===== config.mk =====
export PLATFORM = sky130hd
export DESIGN_NAME = mem_stage
export DESIGN_NICKNAME = d
export VERILOG_FILES = /design/src/rtl/mem_stage.sv
export SDC_FILE = /design/constraint.sdc
export NUM_CORES = 1
export LEC_CHECK = 0
export ABC_AREA = 1
export CAP_MARGIN = 40
export CORE_ASPECT_RATIO = 1.25
export CORE_MARGIN = 2
export CORE_UTILIZATION = 40
export DETAILED_ROUTE_END_ITERATION = 16
export GPL_TIMING_DRIVEN = 0
export HOLD_SLACK_MARGIN = 0.08
export PLACE_DENSITY = 0.82
export SLEW_MARGIN = 20
export SYNTH_ARGS = -nofsm -noshare
export SYNTH_HDL_FRONTEND = slang
export SYNTH_SLANG_ARGS = --single-unit

===== constraint.sdc =====
create_clock -name clk -period 1.6 [get_ports clk]
set_input_delay 0.32 -clock clk [delete_from_list [all_inputs] [get_ports clk]]
set_output_delay 0.32 -clock clk [all_outputs]
set_load 0.05 [all_outputs]

===== src/rtl/mem_stage.sv =====
// MIPS memory-access stage: variable-latency data-memory port with timeout,
// pipeline stall generation and the MEM/WB pipeline register.
//
// state | meaning
// IDLE  | no access outstanding; MEM/WB follows EX/MEM each cycle
// WAIT  | dmem_req held high until dmem_ack or the cycle limit is reached
module mem_stage #(
    parameter int TIMEOUT = 16
) (
    input  logic        clk,
    input  logic        rst_n,
    input  logic [31:0] res,
    input  logic        zero,
    input  logic [31:0] write_data_ex,
    input  logic [4:0]  write_register_ex,
    input  logic [2:0]  m_MEM,
    input  logic [1:0]  wb_MEM,
    output logic        dmem_req,
    output logic        dmem_we,
    output logic [31:0] dmem_addr,
    output logic [31:0] dmem_wdata,
    input  logic        dmem_ack,
    input  logic [31:0] dmem_rdata,
    output logic        stall_mem,
    output logic        pc_src,
    output logic [31:0] read_data_wb,
    output logic [31:0] alu_res_wb,
    output logic [4:0]  rd_wb,
    output logic        reg_write_wb,
    output logic        mem_to_reg_wb,
    output logic [31:0] write_data_reg,
    output logic        addr_err,
    output logic        bus_err
);
    localparam int CW = $clog2(TIMEOUT + 1);
    localparam logic [CW-1:0] CNT_LAST = CW'(TIMEOUT - 1);

    typedef enum logic {IDLE, WAIT} state_t;

    state_t        state;
    logic [CW-1:0] cnt;
    logic          mem_op;
    logic          misaligned;

    always_comb begin
        mem_op         = m_MEM[1] | m_MEM[0];
        misaligned     = res[1:0] != 2'b00;
        pc_src         = m_MEM[2] & zero;
        write_data_reg = mem_to_reg_wb ? read_data_wb : alu_res_wb;
        stall_mem      = 1'b0;
        case (state)
            IDLE:    stall_mem = mem_op & ~misaligned;
            WAIT:    stall_mem = ~dmem_ack & (cnt != CNT_LAST);
            default: stall_mem = 1'b0;
        endcase
    end

    always_ff @(posedge clk) begin
        if (!rst_n) begin
            state         <= IDLE;
            cnt           <= '0;
            dmem_req      <= 1'b0;
            dmem_we       <= 1'b0;
            dmem_addr     <= '0;
            dmem_wdata    <= '0;
            read_data_wb  <= '0;
            alu_res_wb    <= '0;
            rd_wb         <= '0;
            reg_write_wb  <= 1'b0;
            mem_to_reg_wb <= 1'b0;
            addr_err      <= 1'b0;
            bus_err       <= 1'b0;
        end else begin
            addr_err <= 1'b0;
            bus_err  <= 1'b0;
            case (state)
                IDLE: begin
                    if (!mem_op) begin
                        alu_res_wb    <= res;
                        rd_wb         <= write_register_ex;
                        reg_write_wb  <= wb_MEM[1];
                        mem_to_reg_wb <= wb_MEM[0];
                    end else begin
                        reg_write_wb  <= 1'b0;
                        mem_to_reg_wb <= 1'b0;
                        if (misaligned) begin
                            addr_err <= 1'b1;
                        end else begin
                            dmem_req   <= 1'b1;
                            dmem_we    <= m_MEM[0];
                            dmem_addr  <= {res[31:2], 2'b00};
                            dmem_wdata <= write_data_ex;
                            cnt        <= '0;
                            state      <= WAIT;
                        end
                    end
                end
                WAIT: begin
                    if (dmem_ack) begin
                        // Upstream advances on this same edge, so the
                        // instruction is retired here and never re-issued.
                        if (!dmem_we) read_data_wb <= dmem_rdata;
                        alu_res_wb    <= res;
                        rd_wb         <= write_register_ex;
                        reg_write_wb  <= wb_MEM[1];
                        mem_to_reg_wb <= wb_MEM[0];
                        dmem_req      <= 1'b0;
                        state         <= IDLE;
                    end else if (cnt == CNT_LAST) begin
                        reg_write_wb  <= 1'b0;
                        mem_to_reg_wb <= 1'b0;
                        bus_err       <= 1'b1;
                        dmem_req      <= 1'b0;
                        state         <= IDLE;
                    end else begin
                        reg_write_wb  <= 1'b0;
                        mem_to_reg_wb <= 1'b0;
                        cnt           <= cnt + 1'b1;
                    end
                end
                default: state <= IDLE;
            endcase
        end
    end
endmodule

; ---- Word-level counts from Yosys, hierarchy flattened
; Index checks and enable logic that the tools add are counted.
[word_totals]
regBits = 143
wordCells = 72
[classes]
reduce_logical = 8
addsub = 1
eq_ne = 9
bitwise_logic = 10
muxes = 31
[ops]
columns = cell, n
row1 = 32-bit two-way mux, 3
row2 = 32-bit case mux with 2 select lines, 1
row3 = 5-bit two-way mux, 6
row4 = 5-bit case mux with 2 select lines, 2
row5 = 1-bit two-way mux, 14
row6 = "2-bit != test, second input constant", 6
row7 = 1-bit case mux with 2 select lines, 5
row8 = 3-bit AND reduction, 3
row9 = 1-bit NOT, 6
row10 = 3-bit OR reduction, 2
row11 = "5-bit by 1-bit adder with 5-bit output, second input constant", 1
row12 = "5-bit by 4-bit equality test with 1-bit output, second input constant", 1
row13 = "5-bit by 4-bit != test with 1-bit output, second input constant", 1
row14 = 4-bit AND reduction, 1
row15 = 1-bit bitwise AND, 3
row16 = "3-bit by 2-bit != test with 1-bit output, second input constant", 1
row17 = 2-bit AND reduction, 1
row18 = 2-bit nonzero test, 1
row19 = 1-bit bitwise OR, 1

; ---- Depth between registers and ports, before layout
; Gate-level depths: netlist of run 1.
[logic_depth]
depth_word = 4
mapped_depth = 10
mapped_depth_nobuf = 10

; ---- Worst setup path before layout of run 1
; Ideal clock, no wire load.
[synth_path]
path_type = register -> output
start = register mem_to_reg_wb
end = output port write_data_reg[27]
arrival_time_ns = 1.595
path_stages_with_launch = 4
path_slack_ns = -0.315
required_ns = 1.280
cell_sequence = dfxtp_1 > clkbuf_1 > buf_2 > mux2_1
[synth_between]
elab_chain_len = 1
[synth_lines]
columns = item, line
row1 = "start, declared", 30  ; output logic mem_to_reg_wb,
row2 = "start signal, assigned", 82  ; mem_to_reg_wb <= wb_MEM[0];
row3 = "start signal, assigned", 106  ; mem_to_reg_wb <= wb_MEM[0];
row4 = 32-bit two-way mux, 49  ; write_data_reg = mem_to_reg_wb ? read_data_wb : alu_res_wb;
row5 = "end, declared", 31  ; output logic [31:0] write_data_reg,
; Every way passes these cells.

; ---- Worst setup path in the final report of run 1
[layout_path]
start = register mem_to_reg_wb
end = output port write_data_reg[15]
; The elaborated chain is that of the path after synthesis.

==> results.py, run 1 <==
metrics = {
    "synth": {
        "seq_area_frac_synth": 0.510,
        "ys_ff_latch": 143,
        "yosysWarnings": 0,
        "avgSynthCellArea_sq_um": 8.28,
        "ys_types": 28,
        "netlist_instances": 678,
        "syn_area_sq_mm": 0.00561,
        "synth_top_area_cell": "dfxtp_1",
        "synth_top_area_share": 0.510,
        "yosys-top-cells-area": "dfxtp_1 (51%), nor2_1 (9.5%), nand2_1 (8.8%)",
    },
    "timing": {
        "max_slew.worst_pin.slew_ns": 0.745,
        "drv_slew": 0,
        "relSlewSlack": 0.503,
        "hold_viol_final": 0,
        "rsz0062_at_grt": "yes",
        "layout_setup_ws_ns": -0.299,
        "final.period_utilization": 1.19,
        "period_minus_slack_ns": 1.90,
        "max_freq_ghz": 0.527,
        "finalSetupViolCount": 35,
        "skew_ns": 0.00849,
    },
    "job": {
        "maxCapViolations": 0,
    },
    "grt": {
        "grt_pass1_wl_microns": 28100,
        "antenna_found_initial": 0,
        "overflow": 0,
        "grt_pass1_vias": 5422,
        "grt_max_degree": 17,
        "grt_util_all_layers": 0.244,
    },
    "clock_network": {
        "cts_root_buffer": "clkbuf_16",
        "clk_pin_slew_ns": 0.06,
        "clock_sinks": 143,
        "insertion_delay_ns": 0.41,
        "cts.path.max_buffers": 2,
        "cts_tree": "yes",
        "htreeDepth": 4,
        "cts_buffers": 17,
        "cts-hold-fix-buffers": 0,
    },
    "floorplan": {
        "core.rowCount": 48,
        "core-area_sq_mm": 0.0138,
        "fp.dieW_microns": 110,
        "start_util": 0.408,
        "dieArea_sq_mm": 0.0150,
        "io_pins": 283,
        "fp.dieH_microns": 136,
    },
    "cells_and_area": {
        "mostFrequentLayoutCells": "nor2_1 (141), dfxtp_1 (140), nand2_1 (130)",
        "syn_to_final_growth_pct": 69.1,
        "num-nets-final": 1097,
        "layout-drive-gt1-share": 0.313,
        "fin_util": 0.690,
        "antenna_cells": 0,
        "mostFrequentLayoutCell": "nor2_1",
    },
    "routing": {
        "drt_iter0_markers": 229,
        "wl_per_cell_microns": 16.2,
        "drc": 0,
        "routed_wl_microns": 19100,
        "vias": 5686,
        "postRouteAntennaNets": 0,
        "viasPerCell": 4.85,
        "drtPass1Iterations": 4,
    },
    "run_status": {
        "status": "finished with violations",
        "violations": "setup timing",
    },
    "placed_design": {
        "port_buffers": 279,
        "dp_slack_ns": -0.863,
        "dp_hpwl_microns": 13800,
        "gp_congestion": 0.822,
    },
    "power_and_ir_drop": {
        "power.density_mw_per_mm2": 1090,
        "leakagePower_nw": 3.89,
        "vdd_drop_max_mv": 0.619,
    },
    "critical_path": {
        "critPathLaunchType": "register",
        "reg2regPathDepth": 11,
        "worst_path_max_delay_cell": "dfxtp_4",
        "crit_required_ns": 1.28,
        "max_stage_delay_ns": 0.35,
        "cp_cell_sequence": "clkbuf_16 > buf_12 > mux2_4 > buf_8",
        "cp.arrival_ns": 1.58,
        "r2r_end": "cnt[3]$_SDFFE_PN0P_",
        "ff2ff_setup_slack_ns": -0.02,
        "critical_path.max_fanout": 7,
        "crit_type": "reg2out",
        "end_kind": "output port",
        "r2r-start": "cnt[1]$_SDFFE_PN0P_",
    },
    "worst_hold_path": {
        "worstHoldEndpoint": "cnt[0]$_SDFFE_PN0P_",
        "hold_depth": 3,
        "hold_class": "in2reg",
        "hold_start": "rst_n",
    },
}
-- through the flow --
step	hold slack, ns	setup TNS (ns)	cells	power (mW)	cell area, sq um
2_1_floorplan	0.455	0	679	5.48	5750
3_3_place_gp	0.445	-37.16	1133	6.42	8760
3_5_place_dp	0.454	-39.48	1133	6.44	8760
4_1_cts	0.286	-9.29	1169	10.4	9620
5_1_grt	0.316	-10.59	1173	10.7	9490
6_report	0.295	-9.02	1173	10.3	9490
-- layer usage --
layer	GRT usage	part of all wire	up-vias
met2	0.423	0.51	217
met5	0	0	-
met4	0.0977	0.025	0
met3	0.0791	0.080	33
li1	-	-	2804
met1	0.273	0.38	2632
-- worst max-delay path, delay by kind of cell (launching register included) --
kind                   cells  cell delay [ns]
DFF                        1             0.35
buffers and inverters      3             0.49
muxes                      1             0.33
-- how the worst max path moves through the flow --
stage          cells after the start                  to                startpoint
5_1_grt                            8           stall_mem       cnt[1]$_SDFFE_PN0P_
4_1_cts                            4  write_data_reg[12]  mem_to_reg_wb$_SDFF_PN0_
2_1_floorplan                      7           stall_mem       cnt[0]$_SDFFE_PN0P_
6_report                           4  write_data_reg[15]  mem_to_reg_wb$_SDFF_PN0_
3_3_place_gp                       8           stall_mem       cnt[0]$_SDFFE_PN0P_
3_5_place_dp                       8           stall_mem       cnt[0]$_SDFFE_PN0P_
-- cell usage after synthesis --
| master | instances |
|---|---|
| conb_1 | 1 |
| mux2_2 | 30 |
| or2_0 | 1 |
| inv_1 | 9 |
| nor2_1 | 142 |
| inv_4 | 3 |
| nor3_1 | 2 |
| nor3b_1 | 2 |
| dfxtp_1 | 143 |
| o21ai_1 | 1 |
| nand2_4 | 1 |
| inv_2 | 2 |
| clkbuf_1 | 15 |
| a21oi_2 | 30 |
| clkbuf_2 | 1 |
| ha_1 | 2 |
| mux2_1 | 2 |
| buf_4 | 12 |
| buf_6 | 7 |
| a21oi_1 | 40 |
| nand2_2 | 11 |
| o21a_1 | 1 |
| buf_2 | 13 |
| o21ai_0 | 69 |
| nor2_2 | 2 |
| nand3_1 | 3 |
| nand3_4 | 1 |
| nand2_1 | 132 |
-- registers in the layout, indices dropped and copies added (netlist names) --
register	count
alu_res_wb	32
dmem_wdata	32
read_data_wb	32
dmem_addr	30
cnt	5
rd_wb	5
addr_err	1
bus_err	1
dmem_req	1
dmem_we	1
mem_to_reg_wb	1
reg_write_wb	1
state	1
-- kinds of logic (layout without fill, tap and decap cells) --
logic type,Yosys count,in the layout,synth area share
and+or+nand+nor,297,297,0.211
adders and majority gates,2,2,0.00446
buffers and inverters,62,381,0.0633
muxes,32,32,0.0642
AOI/OAI and AO/OA,141,141,0.146
other,1,2,0.000668
DFF,143,143,0.510
-- report_power, final --
part	switching, mW	total, mW	leakage (nW)	internal, mW
clock network	1.56	3.96	0.285	2.40
logic	1.55	2.48	2.44	0.928
registers	0.136	3.89	1.17	3.75
total	3.25	10.3	3.89	7.08
-- final cells by class --
| cell class | instances | area, sq um |
|---|---|---|
| inverters | 14 | 60.1 |
| plain buffers | 48 | 362 |
| well taps | 175 | 219 |
| repair buffers | 287 | 2820 |
| clock buffers | 21 | 460 |
| clock inverters | 11 | 129 |
| fillers | 1108 | 4260 |
| flip-flops and latches | 143 | 2870 |
| multi-input cells | 474 | 2570 |
-- what timing repair did --
action / CTS / global route
cloned: 1 / 2
endpoints found under the setup margin: 173 / 109
buffers inserted: 3 / 2
pin swaps: 2 / 3
resized for setup: 584 / 76
No activity file was read; power rests on OpenSTA's default activity.
==> run 2: changes to the inputs <==
- SETUP_SLACK_MARGIN: not set -> 0.15
==> run 2 against run 1 <==
Compared with the run above: largest power group is now sequential cells; die area is the same; global-route usage grew 1.3 points; final area shrank 4.0%; clock power shrank 3%; hold slack lost 0.033 ns; largest cell class is now registers; power shrank 1.6%; utilization shrank 2.8 points; the flow still finishes with violations (setup timing).
==> results.py, run 2 (same netlist as run 1, synthesis figures left out) <==
metrics = {
    "critical_path": {
        "cp.arrival_ns": 1.57,
        "worst_path_max_delay_cell": "dfxtp_2",
        "critPathLaunchType": "register",
        "critical_path.max_fanout": 2,
        "path_common_cell": "ha_4",
        "path_buf_inv": 2,
        "cp_top_family": "flip-flops",
        "end_kind": "output port",
        "max_stage_delay_ns": 0.34,
        "crit_type": "reg2out",
        "crit_required_ns": 1.28,
        "cp_cell_sequence": "ha_4 > nand2_4 > nor2_4 > ha_4 > inv_2 > nand3_4 > nand2_8 > buf_8",
    },
    "cells_and_area": {
        "fill_cells": 1149,
        "syn_to_final_growth_pct": 62.2,
        "num-nets-final": 1103,
        "layout-drive-gt1-share": 0.353,
        "mostFrequentLayoutCell": "dfxtp_1",
        "final_cells": 1179,
        "mostFrequentLayoutCells": "dfxtp_1 (139), nor2_1 (136), buf_2 (133)",
        "antenna_cells": 0,
        "reg_top3": "alu_res_wb: 32 flops, dmem_wdata: 32 flops, read_data_wb: 32 flops",
    },
    "power_and_ir_drop": {
        "power.density_mw_per_mm2": 1120,
        "vdd_drop_max_mv": 0.687,
        "p_sw_mw": 3.28,
        "pwr-share-seq": 0.383,
        "leakagePower_nw": 4.06,
        "p_int_mw": 6.89,
        "swShare": 0.322,
        "p_total_mw": 10.2,
        "p_comb_frac": 0.240,
        "p_clk_frac": 0.377,
    },
    "timing": {
        "finalSetupViolCount": 33,
        "whs_ns": 0.262,
        "final.period_utilization": 1.18,
        "layout_setup_ws_ns": -0.293,
        "period_minus_slack_ns": 1.89,
        "drv_slew": 0,
        "max_slew.worst_pin.slew_ns": 0.770,
        "hold_viol_final": 0,
        "rsz0062_at_grt": "yes",
        "max_freq_ghz": 0.528,
        "skew_ns": 0.00735,
        "fin_setup_tns_ns": -8.89,
        "relSlewSlack": 0.487,
    },
    "grt": {
        "antenna_found_initial": 0,
        "grt_max_degree": 17,
        "grt_pass1_vias": 5534,
        "grt_pass1_wl_microns": 29300,
        "grt_util_all_layers": 0.257,
        "overflow": 0,
    },
    "clock_network": {
        "htreeDepth": 4,
        "clock_sinks": 143,
        "clk_pin_slew_ns": 0.06,
        "cts_root_buffer": "clkbuf_16",
        "cts_buffers": 17,
        "cts_tree": "yes",
        "insertion_delay_ns": 0.42,
        "cts-hold-fix-buffers": 0,
        "cts.path.max_buffers": 2,
    },
    "floorplan": {
        "start_util": 0.408,
        "fp.dieW_microns": 110,
        "io_pins": 283,
        "core-area_sq_mm": 0.0138,
        "fp.dieH_microns": 136,
        "core.rowCount": 48,
        "dieArea_sq_mm": 0.0150,
    },
    "run_status": {
        "violations": "setup timing",
        "status": "finished with violations",
    },
    "worst_hold_path": {
        "hold_class": "in2reg",
    },
    "placed_design": {
        "place_inst": 1133,
        "gp_congestion": 0.842,
        "port_buffers": 279,
        "dp_hpwl_microns": 14400,
        "dp_slack_ns": -0.812,
    },
    "routing": {
        "postRouteAntennaNets": 0,
        "drtPass1Iterations": 5,
        "wl_per_cell_microns": 16.6,
        "vias": 5709,
        "drt_iter0_markers": 194,
        "drc": 0,
        "viasPerCell": 4.84,
        "routed_wl_microns": 19600,
    },
    "job": {
        "maxCapViolations": 0,
    },
}
-- run 2: timing repair --
action | CTS | global route
pin swaps | 4 | 11
setup endpoints to repair | 206 | 108
buffers inserted | 8 | 4
gates cloned | 1 | 1
gates resized for setup | 920 | 72
-- run 2: through the flow --
| step | instance area (sq um) | util |
|---|---|---|
| 3_5_place_dp | 8800 | 0.640 |
| 2_1_floorplan | 5790 | - |
| 4_1_cts | 9060 | 0.659 |
| 5_1_grt | 9110 | 0.662 |
| 3_3_place_gp | 8800 | 0.640 |
| 6_report | 9110 | 0.662 |
-- run 2: layout make-up --
class | count | area, sq um | share of cell area
tap | 175 | 219 | 0.0240
buffer | 48 | 407 | 0.0447
multi-input combinational | 474 | 2620 | 0.288
timing repair buffer | 293 | 2340 | 0.257
clock buffer | 19 | 464 | 0.0510
sequential | 143 | 2870 | 0.315
clock inverter | 13 | 113 | 0.0124
inverter | 14 | 72.6 | 0.00797
-- run 2: path summary, 6_finish.rpt --
kind,startpoint,to,slack (ns),cells past startpoint
worst max-delay path,cnt[1]$_SDFFE_PN0P_,stall_mem,-0.29,8
worst min-delay path,rst_n,cnt[0]$_SDFFE_PN0P_,0.26,3
worst max register to register,cnt[0]$_SDFFE_PN0P_,cnt[3]$_SDFFE_PN0P_,0.06,11
worst min register to register,dmem_wdata[6]$_SDFFE_PN0P_,dmem_wdata[6]$_SDFFE_PN0P_,0.46,2
-- run 2: tightest hold or removal path: cells and delay by family --
kind	cells	cell delay (ns)
compound gates	2	0.12
buf+inv	1	0.19
-- run 2: power by group through the flow --
stage          Sequential (mW)  Clock, mW  Combinational (mW)
3_5_place_dp              3.97          0                2.50
4_1_cts                   3.89       3.87                2.43
5_1_grt                   3.91       4.04                2.57
6_report                  3.89       3.84                2.44
3_3_place_gp              3.96          0                2.48
2_1_floorplan             4.59          0               0.898
-- run 2: layer usage --
metal / part of all wire / track usage / vias to the layer above
met5: 0 / 0 / -
li1: - / - / 2824
met4: 0.026 / 0.114 / 0
met3: 0.063 / 0.0628 / 34
met2: 0.52 / 0.448 / 212
met1: 0.39 / 0.293 / 2639
==> RTL change 1: new RTL, flow settings as in run 1 <==
Set the parameter `TIMEOUT` to 32 (it was 16).
--- a/src/rtl/mem_stage.sv
+++ b/src/rtl/mem_stage.sv
@@ -5,7 +5,7 @@
 // IDLE  | no access outstanding; MEM/WB follows EX/MEM each cycle
 // WAIT  | dmem_req held high until dmem_ack or the cycle limit is reached
 module mem_stage #(
-    parameter int TIMEOUT = 16
+    parameter int TIMEOUT = 32
 ) (
     input  logic        clk,
     input  logic        rst_n,
Behaviour: same outputs for any inputs over 4 cycles, from zero or initial values and one cycle with rst_n low; that may be too few to reach the edited logic, so the function may still have changed.
==> RTL change 1 against run 1 <==
Sequential power is essentially flat; wire length grew 13%; worst hold slack gained 0.15 ns; setup slack gained 0.066 ns; final area grew 5.5%; the flow still finishes with violations (setup timing); synthesized area grew 4.7%; synthesized cell count grew 8.7%; global-route usage grew 2.2 points; fmax grew 3.6%; critical endpoint is now write_data_reg[22]; sequential cell count grew 1; power grew 4.6%; core utilization grew 0.51 points.
==> RTL change 1: results (changes against run 1) <==
[layout]
clock_area_share_pct = 6.31  ; +0.099 points
nNetsFinal = 1163  ; +6.0%
final.clkbuf_count = 23  ; +9.5%
layout-drive-gt1-share_pct = 35.4  ; +4.1 points
fillers = 1119  ; +0.99%
final_cells = 1243  ; +6.0%
seq-cell-share_pct = 28.9  ; -1.3 points
multi_input_area_share_pct = 27.3  ; +0.19 points
multi_input_gates = 494  ; +4.2%
inv_count = 49  ; +35

[sta]
finClkSkew_ns = 0.00951  ; +0.00102 ns
finalSetupViolCount = 34  ; -2.9%
slew_headroom_pct = 53.6  ; +3.2 points
setup_ws_ns = -0.232  ; +0.0665 ns

[worst_setup_path]
slowest_delay_ns = 0.38  ; +0.03 ns
crit_fanout = 10  ; +3
worstPathArrival_ns = 1.51  ; -0.07 ns

[yosys]
synthTopCellsByArea = dfxtp_1, nand2_1, a21oi_2, o21ai_0, nor2_1
ys_seq_area_share_pct = 49.1  ; -1.9 points
avgSynthCellArea_sq_um = 7.97  ; -3.7%
ys_types = 29  ; +3.6%
synthTopCellsByCount = nand2_1, dfxtp_1, nor2_1
synth_cells = 737  ; +8.7%

[global_routing]
grt_pass1_vias = 5985  ; +10%
grt_util_met3_pct = 5.75  ; -2.2 points
global_route.usage.met2_pct = 47.9  ; +5.6 points
use_met1_pct = 29.9  ; +2.6 points
grt_pass1_wl_mm = 32.7  ; +16%

[drt]
viasPerCell = 5.03  ; +3.8%
routed_wl_mm = 21.6  ; +13%
drt-initial-drc-count = 311  ; +36%

[placed_design]
gp_congestion = 0.848  ; +3.3%
place_ws_ns = -0.917  ; -0.0537 ns
place_area_sq_um = 9060  ; +3.4%
dpl.cell_count = 1196  ; +5.6%
dp_hpwl_mm = 15.0  ; +8.8%

[clocking]
clk_latency_ns = 0.43  ; +0.02 ns
clock-sinks = 144  ; +0.70%

[power]
max-vdd-ir-drop_uv = 883  ; +43%
p_per_area_nw_per_um2 = 1080  ; -0.90%
leakage_nw = 4.08  ; +4.9%

[outcome]
failed_checks = setup timing
status = finished with violations

RTL change 1: cell count changes in the layout (fill, tap and decap cells not counted), moves of 24 or more:
cell / before / now
o21ai_0: 69 / 36
o21ai_2: 0 / 24
o21ai_1: 1 / 32
mux2_4: 32 / 0
nand2_1: 130 / 161
inv_1: 7 / 44
nor2_1: 141 / 84
RTL change 1: final timing paths:
check | startpoint | endpoint | slack [ns] | depth (start not counted)
setup / recovery | mem_to_reg_wb | write_data_reg[22] | -0.23 | 5
hold / removal | write_data_ex[0] | dmem_wdata[0] | 0.44 | 3
setup reg to reg | cnt[0] | cnt[1] | 0.08 | 10
hold reg to reg | dmem_wdata[0] | dmem_wdata[0] | 0.46 | 2
RTL change 1: where the power goes:
group	internal, mW	switching (mW)	total (mW)
Clock	2.73	1.56	4.29
Sequential	3.78	0.124	3.90
Combinational	0.925	1.68	2.60
Total	7.44	3.36	10.8
RTL change 1: timing repair:
item,CTS,global route
setup buffers,7,4
resized for setup,632,90
setup endpoints to repair,171,91
pin swaps,4,12
gates cloned,1,3
RTL change 1: cell families (layout without fill, tap and decap cells):
group           count (synthesis)  in the layout  share of synthesized area [%]
simple gates                  286            286                           20.0
compound gates                205            205                           20.8
flops                         144            144                           49.1
buf+inv                       100            427                           9.77
fa+ha+maj                       1              1                          0.213
other cells                     1              2                         0.0638
RTL change 1: per-layer routing:
| metal | wire length, um | share of wire (%) | vias up |
|---|---|---|---|
| li1 | - | - | 3004 |
| met2 | 11300 | 53 | 243 |
| met1 | 8420 | 39 | 2957 |
| met5 | 0 | 0 | - |
| met3 | 1060 | 4.9 | 52 |
| met4 | 765 | 3.5 | 0 |
==> RTL change 2: new RTL, config.mk and constraints of run 1 <==
Made on the original files. Reset style: asynchronous (`rst_n`), changed in one clocked block.
--- a/src/rtl/mem_stage.sv
+++ b/src/rtl/mem_stage.sv
@@ -55,7 +55,7 @@
         endcase
     end
 
-    always_ff @(posedge clk) begin
+    always_ff @(posedge clk or negedge rst_n) begin
         if (!rst_n) begin
             state         <= IDLE;
             cnt           <= '0;
Function: differs if rst_n is asserted again (counterexample within 4 cycles, from zero or initial values and one cycle with rst_n low); with rst_n held inactive, the same outputs for 4 cycles.
==> RTL change 2 against run 1 <==
The flow still finishes with violations (setup timing); synthesized area is 6.8% higher; non-clock buffer count is 6 lower; worst hold slack better by 0.14 ns; final area is 7.3% higher; sequential cell count stayed put; synthesized cell count is 6.5% lower; via count is 1.5% lower; count of clock-buffer cells in the layout is 1 higher; wire length is 4.1% higher; setup slack worse by 0.11 ns; largest cell class is now flip-flops and latches.
Power is not compared: it rests on default switching activity, and its combinational part moved more than twofold at a synthesized area within 25%.
==> RTL change 2: results (changes against run 1) <==
[drt]
wl_met3_mm = 1.50  ; -1.4%
viasPerCell = 4.91  ; +1.3%
routed_wl_mm = 19.8  ; +4.1%
wl_met1_mm = 7.25  ; -1.1%
drt-initial-drc-count = 426  ; +86%
wl_met2_mm = 10.2  ; +4.8%
vias = 5601  ; -1.5%

[global_routing]
global_route.usage.met2_pct = 42.7  ; +0.38 points
grt_max_degree = 73  ; +56
grt.total_usage_pct = 24.7  ; +0.28 points
grt_util_met3_pct = 6.96  ; -0.95 points
grt_pass1_vias = 5703  ; +5.2%
use_met1_pct = 27.8  ; +0.48 points
overflow = 0  ; unchanged
grt_pass1_wl_mm = 30.3  ; +7.7%

[outcome]
status = finished with violations
failed_checks = setup timing

[sta]
finClkSkew_ns = 0.00552  ; -0.00296 ns
setup_ws_ns = -0.412  ; -0.113 ns
finalSetupViolCount = 34  ; -2.9%
slew_headroom_pct = 62.9  ; +13 points

[yosys]
synthTopCellsByArea = dfrtp_1, nand2_1, mux2_2, o21ai_0, inv_1
avgSynthCellArea_sq_um = 9.46  ; +14%
synthTopCellsByCount = nand2_1, dfrtp_1, inv_1
synth_flop_cell = dfrtp_1
async_reset_ff_share_pct = 100  ; +100 points
yosysMostFrequentCell = nand2_1
ys_seq_area_share_pct = 59.7  ; +8.7 points
ys_types = 27  ; -3.6%

[layout]
layout-drive-gt1-share_pct = 29.9  ; -1.3 points
nNetsFinal = 1058  ; -3.6%

[placed_design]
place_ws_ns = -1.13  ; -0.268 ns
numPortBuffers = 280  ; +0.36%
dp_hpwl_mm = 14.1  ; +1.9%

[worst_setup_path]
r2r_start = cnt[0]
crit_fanout = 2  ; -5
crit_slowest_cell = dfrtp_1
slowest_delay_ns = 0.40  ; +0.05 ns
worstPathArrival_ns = 1.69  ; +0.11 ns
path_delay_family = flip-flops

[power]
max-vdd-ir-drop_uv = 944

[clocking]
clk_latency_ns = 0.41  ; about the same

[worst_hold_path]
min-delay-start = wb_MEM[1]

## RTL change 2: changes by cell type after synthesis, moves of 29 or more
cell	run 1	this run
nand3_1	3	47
a21oi_2	30	1
a21oi_1	40	0
nand2_1	132	186
o21ai_1	1	32
inv_1	9	73
dfxtp_1	143	0
dfrtp_1	0	143
nor2_1	142	9
## RTL change 2: final cells by class
class / count / share of cell area (%)
flip-flops and latches: 143 / 35.2
repair buffers: 292 / 30.3
multi-input cells: 380 / 20.2
clock buffers: 22 / 4.66
plain buffers: 37 / 3.04
inverters: 75 / 2.79
well taps: 182 / 2.24
clock inverters: 10 / 1.55
## RTL change 2: kinds of logic (layout without fill, tap and decap cells)
group           Yosys count  in the layout  share of synthesized area [%]
compound gates           94             94                           7.97
fa+ha+maj                 2              2                          0.417
buf+inv                 112            436                           8.74
flops                   143            143                           59.7
mux                      32             32                           6.01
other cells               1              2                         0.0625
simple gates            250            250                           17.1
## RTL change 2: through the flow
step           cell area (sq um)  setup TNS [ns]
2_1_floorplan               6140          -0.622
3_3_place_gp                9170         -831.25
3_5_place_dp                9210          -57.94
4_1_cts                    10200          -11.95
5_1_grt                    10200          -13.77
6_report                   10200          -12.48
## RTL change 2: what timing repair did
action / 4_1_cts / 5_1_grt
pin swaps: 2 / 3
hold buffers: 1 / 0
buffers inserted: 5 / 3
gates cloned: 1 / 2
resized for setup: 645 / 35
hold endpoints to repair: 71 / 0
setup endpoints to repair: 173 / 71
## RTL change 2: final timing paths
path / end / slack (ns) / cells past startpoint
worst max register to register: cnt[4] / -0.01 / 9
max in group asynchronous: addr_err / 0.40 / 3
worst min-delay path: reg_write_wb / 0.44 / 3
worst min register to register: rd_wb[1] / 0.47 / 2
min in group asynchronous: alu_res_wb[11] / 0.47 / 2
worst max-delay path: stall_mem / -0.41 / 8
